File: config.mk
export PLATFORM = sky130hd
export DESIGN_NAME = key_search_sequencer
export DESIGN_NICKNAME = d
export VERILOG_FILES = /design/src/rtl/rc4_pkg.sv /design/src/rtl/phase_watchdog.sv /design/src/rtl/key_search_sequencer.sv
export SDC_FILE = /design/constraint.sdc
export NUM_CORES = 1
export LEC_CHECK = 0
export CORE_ASPECT_RATIO = 1.25
export CORE_MARGIN = 4
export CORE_UTILIZATION = 60
export CTS_CLUSTER_SIZE = 40
export DETAILED_ROUTE_END_ITERATION = 6
export DONT_BUFFER_PORTS = 1
export HOLD_SLACK_MARGIN = 0.03
export PLACE_DENSITY_LB_ADDON = 0.3
export SYNTH_ARGS = -nofsm -noshare
export SYNTH_HDL_FRONTEND = slang
export SYNTH_HIERARCHICAL = 1
export SYNTH_SLANG_ARGS = --single-unit
File: constraint.sdc
create_clock -name clk -period 1.65 [get_ports clk]
set_input_delay 0.33 -clock clk [delete_from_list [all_inputs] [get_ports clk]]
set_output_delay 0.33 -clock clk [all_outputs]
set_load 0.01 [all_outputs]
File: src/rtl/rc4_pkg.sv
// Shared definitions between the key search sequencer and the RC4 RAM controller:
// sequencer states, RAM controller phase encodings and finish_bus bit positions.
package rc4_pkg;

  localparam int unsigned MODE_W  = 6;
  localparam int unsigned STATE_W = 4;

  localparam logic [MODE_W-1:0] MODE_IDLE    = 6'b000_000;
  localparam logic [MODE_W-1:0] MODE_INIT    = 6'b001_000;
  localparam logic [MODE_W-1:0] MODE_SHUFFLE = 6'b010_000;
  localparam logic [MODE_W-1:0] MODE_DECRYPT = 6'b011_000;

  localparam int unsigned FIN_INIT    = 0;
  localparam int unsigned FIN_SHUFFLE = 1;
  localparam int unsigned FIN_DECRYPT = 2;

  typedef enum logic [STATE_W-1:0] {
    S_IDLE,
    S_INIT,
    S_GAP1,
    S_SHUFFLE,
    S_GAP2,
    S_DECRYPT,
    S_EVAL,
    S_NEXT,
    S_FOUND,
    S_EXHAUST,
    S_TIMEOUT
  } state_e;

  // Phase select presented to the RAM controller for a given sequencer state.
  function automatic logic [MODE_W-1:0] mode_of(input state_e s);
    case (s)
      S_INIT:    return MODE_INIT;
      S_SHUFFLE: return MODE_SHUFFLE;
      S_DECRYPT: return MODE_DECRYPT;
      default:   return MODE_IDLE;
    endcase
  endfunction

  function automatic logic is_phase(input state_e s);
    return (s == S_INIT) || (s == S_SHUFFLE) || (s == S_DECRYPT);
  endfunction

endpackage

File: src/rtl/phase_watchdog.sv
// Per-phase cycle counter; flags a RAM controller phase that never reports done.
// Only instantiated when KEYSEQ_WATCHDOG_EN is defined.
module phase_watchdog #(
  parameter int unsigned TIMEOUT_CYCLES = 4096
) (
  input  logic clk,
  input  logic reset,
  input  logic clear,
  input  logic in_phase,
  output logic expired_c
);

  localparam int unsigned CNT_W = $clog2(TIMEOUT_CYCLES + 1);

  logic [CNT_W-1:0] cnt_q, cnt_d;

  // Fires on the TIMEOUT_CYCLES-th cycle spent in the current phase.
  assign expired_c = in_phase && (cnt_q == CNT_W'(TIMEOUT_CYCLES - 1));

  always_comb begin
    cnt_d = cnt_q;
    if (clear) begin
      cnt_d = '0;
    end else if (in_phase && !expired_c) begin
      cnt_d = cnt_q + CNT_W'(1);
    end
  end

  always_ff @(posedge clk or posedge reset) begin
    if (reset) begin
      cnt_q <= '0;
    end else begin
      cnt_q <= cnt_d;
    end
  end

endmodule

File: src/rtl/key_search_sequencer.sv
// Brute-force RC4 key search: steps candidate keys through the RAM controller's
// init/shuffle/decrypt phases. Optional watchdog enabled by KEYSEQ_WATCHDOG_EN.
module key_search_sequencer
  import rc4_pkg::*;
#(
  parameter int unsigned RAM_WIDTH      = 8,
  parameter int unsigned KEY_LENGTH     = 3,
  parameter int unsigned KEY_BITS       = 22,
  parameter int unsigned NUM_DEVICES    = 3,
  parameter int unsigned KEY_START      = 0,
  parameter int unsigned KEY_STEP       = 1,
  parameter int unsigned TIMEOUT_CYCLES = 4096
) (
  input  logic                             clk,
  input  logic                             reset,
  input  logic                             start,
  input  logic [NUM_DEVICES-1:0]           finish_bus,
  input  logic                             success,
  output logic [MODE_W-1:0]                mode,
  output logic [KEY_LENGTH*RAM_WIDTH-1:0]  key,
  output logic                             busy,
  output logic                             found,
  output logic                             exhausted,
  output logic                             timeout
);

  localparam int unsigned KEY_W = KEY_LENGTH * RAM_WIDTH;
  localparam int unsigned SUM_W = KEY_BITS + 1;

  state_e              state_q, state_d;
  logic [KEY_BITS-1:0] key_q, key_d;
  logic                success_q, success_d;
  logic [MODE_W-1:0]   mode_q, mode_d;
  logic                busy_q, busy_d;
  logic                found_q, found_d;
  logic                exhausted_q, exhausted_d;
  logic                timeout_d;
  logic [SUM_W-1:0]    key_sum_c;
  logic                key_over_c;
  logic                wd_expired_c;

  // One extra bit so stepping past the top of the key space is visible.
  assign key_sum_c  = SUM_W'(key_q) + SUM_W'(KEY_STEP);
  assign key_over_c = key_sum_c[KEY_BITS];

`ifdef KEYSEQ_WATCHDOG_EN
  logic timeout_q;

  phase_watchdog #(
    .TIMEOUT_CYCLES(TIMEOUT_CYCLES)
  ) u_phase_watchdog (
    .clk      (clk),
    .reset    (reset),
    .clear    ((state_d != state_q) && is_phase(state_d)),
    .in_phase (is_phase(state_q)),
    .expired_c(wd_expired_c)
  );

  always_ff @(posedge clk or posedge reset) begin
    if (reset) begin
      timeout_q <= 1'b0;
    end else begin
      timeout_q <= timeout_d;
    end
  end

  assign timeout = timeout_q;
`else
  // Limit is meaningless without the watchdog; the term keeps the parameter referenced.
  assign wd_expired_c = 1'b0 && (TIMEOUT_CYCLES != 0);
  assign timeout      = 1'b0;
`endif

  // State and registered outputs.
  always_ff @(posedge clk or posedge reset) begin
    if (reset) begin
      state_q     <= S_IDLE;
      key_q       <= KEY_BITS'(KEY_START);
      success_q   <= 1'b0;
      mode_q      <= MODE_IDLE;
      busy_q      <= 1'b0;
      found_q     <= 1'b0;
      exhausted_q <= 1'b0;
    end else begin
      state_q     <= state_d;
      key_q       <= key_d;
      success_q   <= success_d;
      mode_q      <= mode_d;
      busy_q      <= busy_d;
      found_q     <= found_d;
      exhausted_q <= exhausted_d;
    end
  end

  // Next-state logic; each phase only listens to its own finish bit.
  always_comb begin
    state_d = state_q;
    case (state_q)
      S_IDLE:    if (start) state_d = S_INIT;
      S_INIT: begin
        if (finish_bus[FIN_INIT])         state_d = S_GAP1;
        else if (wd_expired_c)            state_d = S_TIMEOUT;
      end
      S_GAP1:    state_d = S_SHUFFLE;
      S_SHUFFLE: begin
        if (finish_bus[FIN_SHUFFLE])      state_d = S_GAP2;
        else if (wd_expired_c)            state_d = S_TIMEOUT;
      end
      S_GAP2:    state_d = S_DECRYPT;
      S_DECRYPT: begin
        if (finish_bus[FIN_DECRYPT])      state_d = S_EVAL;
        else if (wd_expired_c)            state_d = S_TIMEOUT;
      end
      S_EVAL: begin
        if (success_q)                    state_d = S_FOUND;
        else if (key_over_c)              state_d = S_EXHAUST;
        else                              state_d = S_NEXT;
      end
      S_NEXT:    state_d = S_INIT;
      default:   state_d = state_q;
    endcase
  end

  // Output and datapath updates, registered from the upcoming state.
  always_comb begin
    key_d       = key_q;
    success_d   = success_q;
    mode_d      = mode_of(state_d);
    busy_d      = !(state_d inside {S_IDLE, S_FOUND, S_EXHAUST, S_TIMEOUT});
    found_d     = (state_d == S_FOUND);
    exhausted_d = (state_d == S_EXHAUST);
    timeout_d   = (state_d == S_TIMEOUT);
    if ((state_q == S_IDLE) && (state_d == S_INIT)) begin
      key_d = KEY_BITS'(KEY_START);
    end
    if (state_q == S_NEXT) begin
      key_d = key_sum_c[KEY_BITS-1:0];
    end
    if ((state_q == S_DECRYPT) && finish_bus[FIN_DECRYPT]) begin
      success_d = success;
    end
  end

  assign mode      = mode_q;
  assign key       = KEY_W'(key_q);
  assign busy      = busy_q;
  assign found     = found_q;
  assign exhausted = exhausted_q;

endmodule

==> run metrics <==
max_cap viols=0; Worst Hold Launch=success; beginning of the critical path=key_q[1]$_DFFE_PP0P_; Critical Path End Type=flip-flop; Post-Syn Area per Cell=8.973 µm²; Setup Viol. Count Final=0; DR WL/cell=18.04 µm; Internal=1.882 mW; area share of the largest cell type after synthesis=43.75%; Top FF cell, synth=dfrtp_1; Final #Nets=247; Fin Setup TNS=0 ps; reg-to-reg endpoint=key_q[21]$_DFFE_PP0P_; Area growth, synth to finish=21.74%; post-layout min period=1630 ps; Final Util=75.66%; Max FO, Critical Path=5; Clock Sinks=32; Max Fclk=0.6134 GHz; via count=1752; initial antenna violation count=0; library cells used by synthesis=48; number of CTS-inserted buffers=5; synth top area cells=dfrtp_1, o21ai_0, nor2_1; FF-to-FF Start=key_q[1]$_DFFE_PP0P_; first-pass GRT wire length=8066 µm; synth cell count leaders=dfrtp_1, o21ai_0, nor2_1; arrival time at the worst endpoint=1900 ps; Mapped Area=1831 µm²; Final Cycle Share=98.81%; Synth Register Bits=32; total grt overflow=0; RSZ-0062 raised after global routing=true; worst skew pair latency=350 ps; DR vias/cell=6.348; Routed Wire Length=4978 µm; Net Sw Frac=38.01%; critical path class=reg -> reg; initial DRC count=101; fin area=2228 µm²; net switching power=1.154 mW; share of layout cells above drive strength 1=27.50%; LEAKAGE=1.022 nW; Antenna diodes=0; depth of the worst hold-timing path=1; dpl cell area=2029 µm²; CTS tree=built; Layout fillers=189; Hold Vio Cnt, Final=0; clock buffer depth=2; Post-synth ARST share=100.0%; CORE AREA=2945 µm²; drt drc=0; number of synthesized flops with an enable pin=0; Initial DRT Pass Iterations=4; Die Ht=69.76 µm; synth warn=6; largest net degree at the start of global routing=33; Ports=41; Clock Skews=14.66 ps; biggest area consumer among synthesized cells=dfrtp_1; status=finished, final reports clean; worst path required time=1920 ps; GRT Total Usage=25.68%; reg-to-reg setup timing slack=20 ps; row count=22; Max Slew Vio Count=0; number of global-route vias before repair=1761; Mapped Cells=204; clock power share=19.5%; Initial Util=62.15%; startpoint types=flip-flop; Hold EP=success_q$_DFFE_PP0P_; count leader, synth=dfrtp_1; Comb power frac=42.7%; DIE AREA=4004 µm²; die width=57.41 µm; root buffer cell=clkbuf_4; DP HPWL=3521 µm; GP Congestion=0.8876; R2R cell count=7; PwrDens=1363 nW/µm²; H-Tree Depth=2; buffers added on ports=0; CTS clock-pin slew for the worst setup and hold paths=90 ps; Seq pwr share=37.8%; sequential-to-total area share from yosys stat=43.75%; ANT nets after route=0; Worst VDD drop=1.085 mV; HP Class=in -> reg
placed cells by master, fill, tap and decap left out, types with 2 or more instances in the layout:
cell type / instances
o21ai_0: 21
a31oi_1: 4
and2_1: 2
nand3b_1: 2
mux2_2: 2
dfrtp_1: 31
nor2_2: 2
a21oi_1: 10
or3_1: 2
nor3b_1: 2
clkbuf_4: 5
conb_1: 7
nand2b_1: 3
nor3_2: 3
buf_4: 38
o31ai_1: 6
nand2_1: 13
xor2_1: 5
nor2_1: 20
o21ai_1: 4
nand4_1: 8
nor2_4: 2
inv_1: 3
nand3_1: 8
nor2b_1: 4
a41oi_1: 3
logic make-up after synthesis:
kind of cell / after synthesis / synth area share, %
XOR/XNOR: 6 / 2.871
buffers and inverters: 21 / 6.562
adder cells (fa/ha/maj): 1 / 0.6834
AND/OR/NAND/NOR: 84 / 25.70
AO/OA/AOI/OAI: 57 / 19.00
other: 1 / 0.2049
flip-flops: 32 / 43.75
multiplexers: 2 / 1.230
through the flow:
step	instances	total power, mW	hold slack (ps)	setup slack, ps
after floorplan	210	1.897	446.2	36.40
after global placement	260	2.202	326.8	134.5
after detailed placement	260	2.273	333.8	31.22
after CTS	269	2.873	119.8	2.131
after global routing	276	3.236	122.5	-140.6
final	276	3.036	140.4	19.63
power by group through the flow:
stage / Sequential [mW] / Combinational (mW) / Clock [mW]
after floorplan: 1.14 / 0.753 / 0
after global placement: 1.13 / 1.07 / 0
after detailed placement: 1.15 / 1.13 / 0
after CTS: 1.13 / 1.13 / 0.605
after global routing: 1.17 / 1.42 / 0.649
final: 1.15 / 1.30 / 0.593
how the worst max path moves through the flow:
| stage | end | slack, ps | depth (start not counted) |
|---|---|---|---|
| 3_5_place_dp | key_q[20]$_DFFE_PP0P_ | 30 | 7 |
| 6_report | key_q[21]$_DFFE_PP0P_ | 20 | 7 |
| 4_1_cts | key_q[21]$_DFFE_PP0P_ | 2 | 5 |
| 5_1_grt | key_q[21]$_DFFE_PP0P_ | -140 | 7 |
| 2_1_floorplan | key_q[12]$_DFFE_PP0P_ | 40 | 6 |
| 3_3_place_gp | found$_DFF_PP0_ | 130 | 6 |
critical path, stage by stage, from the launching register on:
cell and delay (ps):
dfrtp_1 360, buf_4 150, nand4_1 220, buf_4 210, nor3_2 190, nand3_1 150, xor2_1 170, nor2_1 110
layout make-up:
cell class / count / area, µm² / share of cell area, %
Inverter: 3 / 11.26 / 0.5053
Timing Repair Buffer: 40 / 315.3 / 14.15
Clock inverter: 2 / 35.03 / 1.572
Multi-Input combinational cell: 157 / 978.4 / 43.91
Clock buffer: 6 / 41.29 / 1.853
Tap cell: 36 / 45.04 / 2.021
Sequential cell: 32 / 802.0 / 35.99
metal layers:
metal	GRT usage [%]	part of all wire [%]
met1	26.39	34
met2	43.34	54
met3	7.821	7.8
met4	17.27	4.3
met5	0	0
repair_timing:
| item | 4_1_cts | 5_1_grt |
|---|---|---|
| hold endpoints to repair | 32 | 0 |
| endpoints found under the setup margin | 0 | 22 |
| buffers inserted | 0 | 7 |
| hold buffers | 1 | 0 |
| resized for setup | 0 | 15 |
state kept, by name, summed over array words and instances, names as in the netlist:
signal     cells
key_q         22
state_q        4
mode           2
busy           1
exhausted      1
found          1
success_q      1
(Power assumes the default switching activity.)
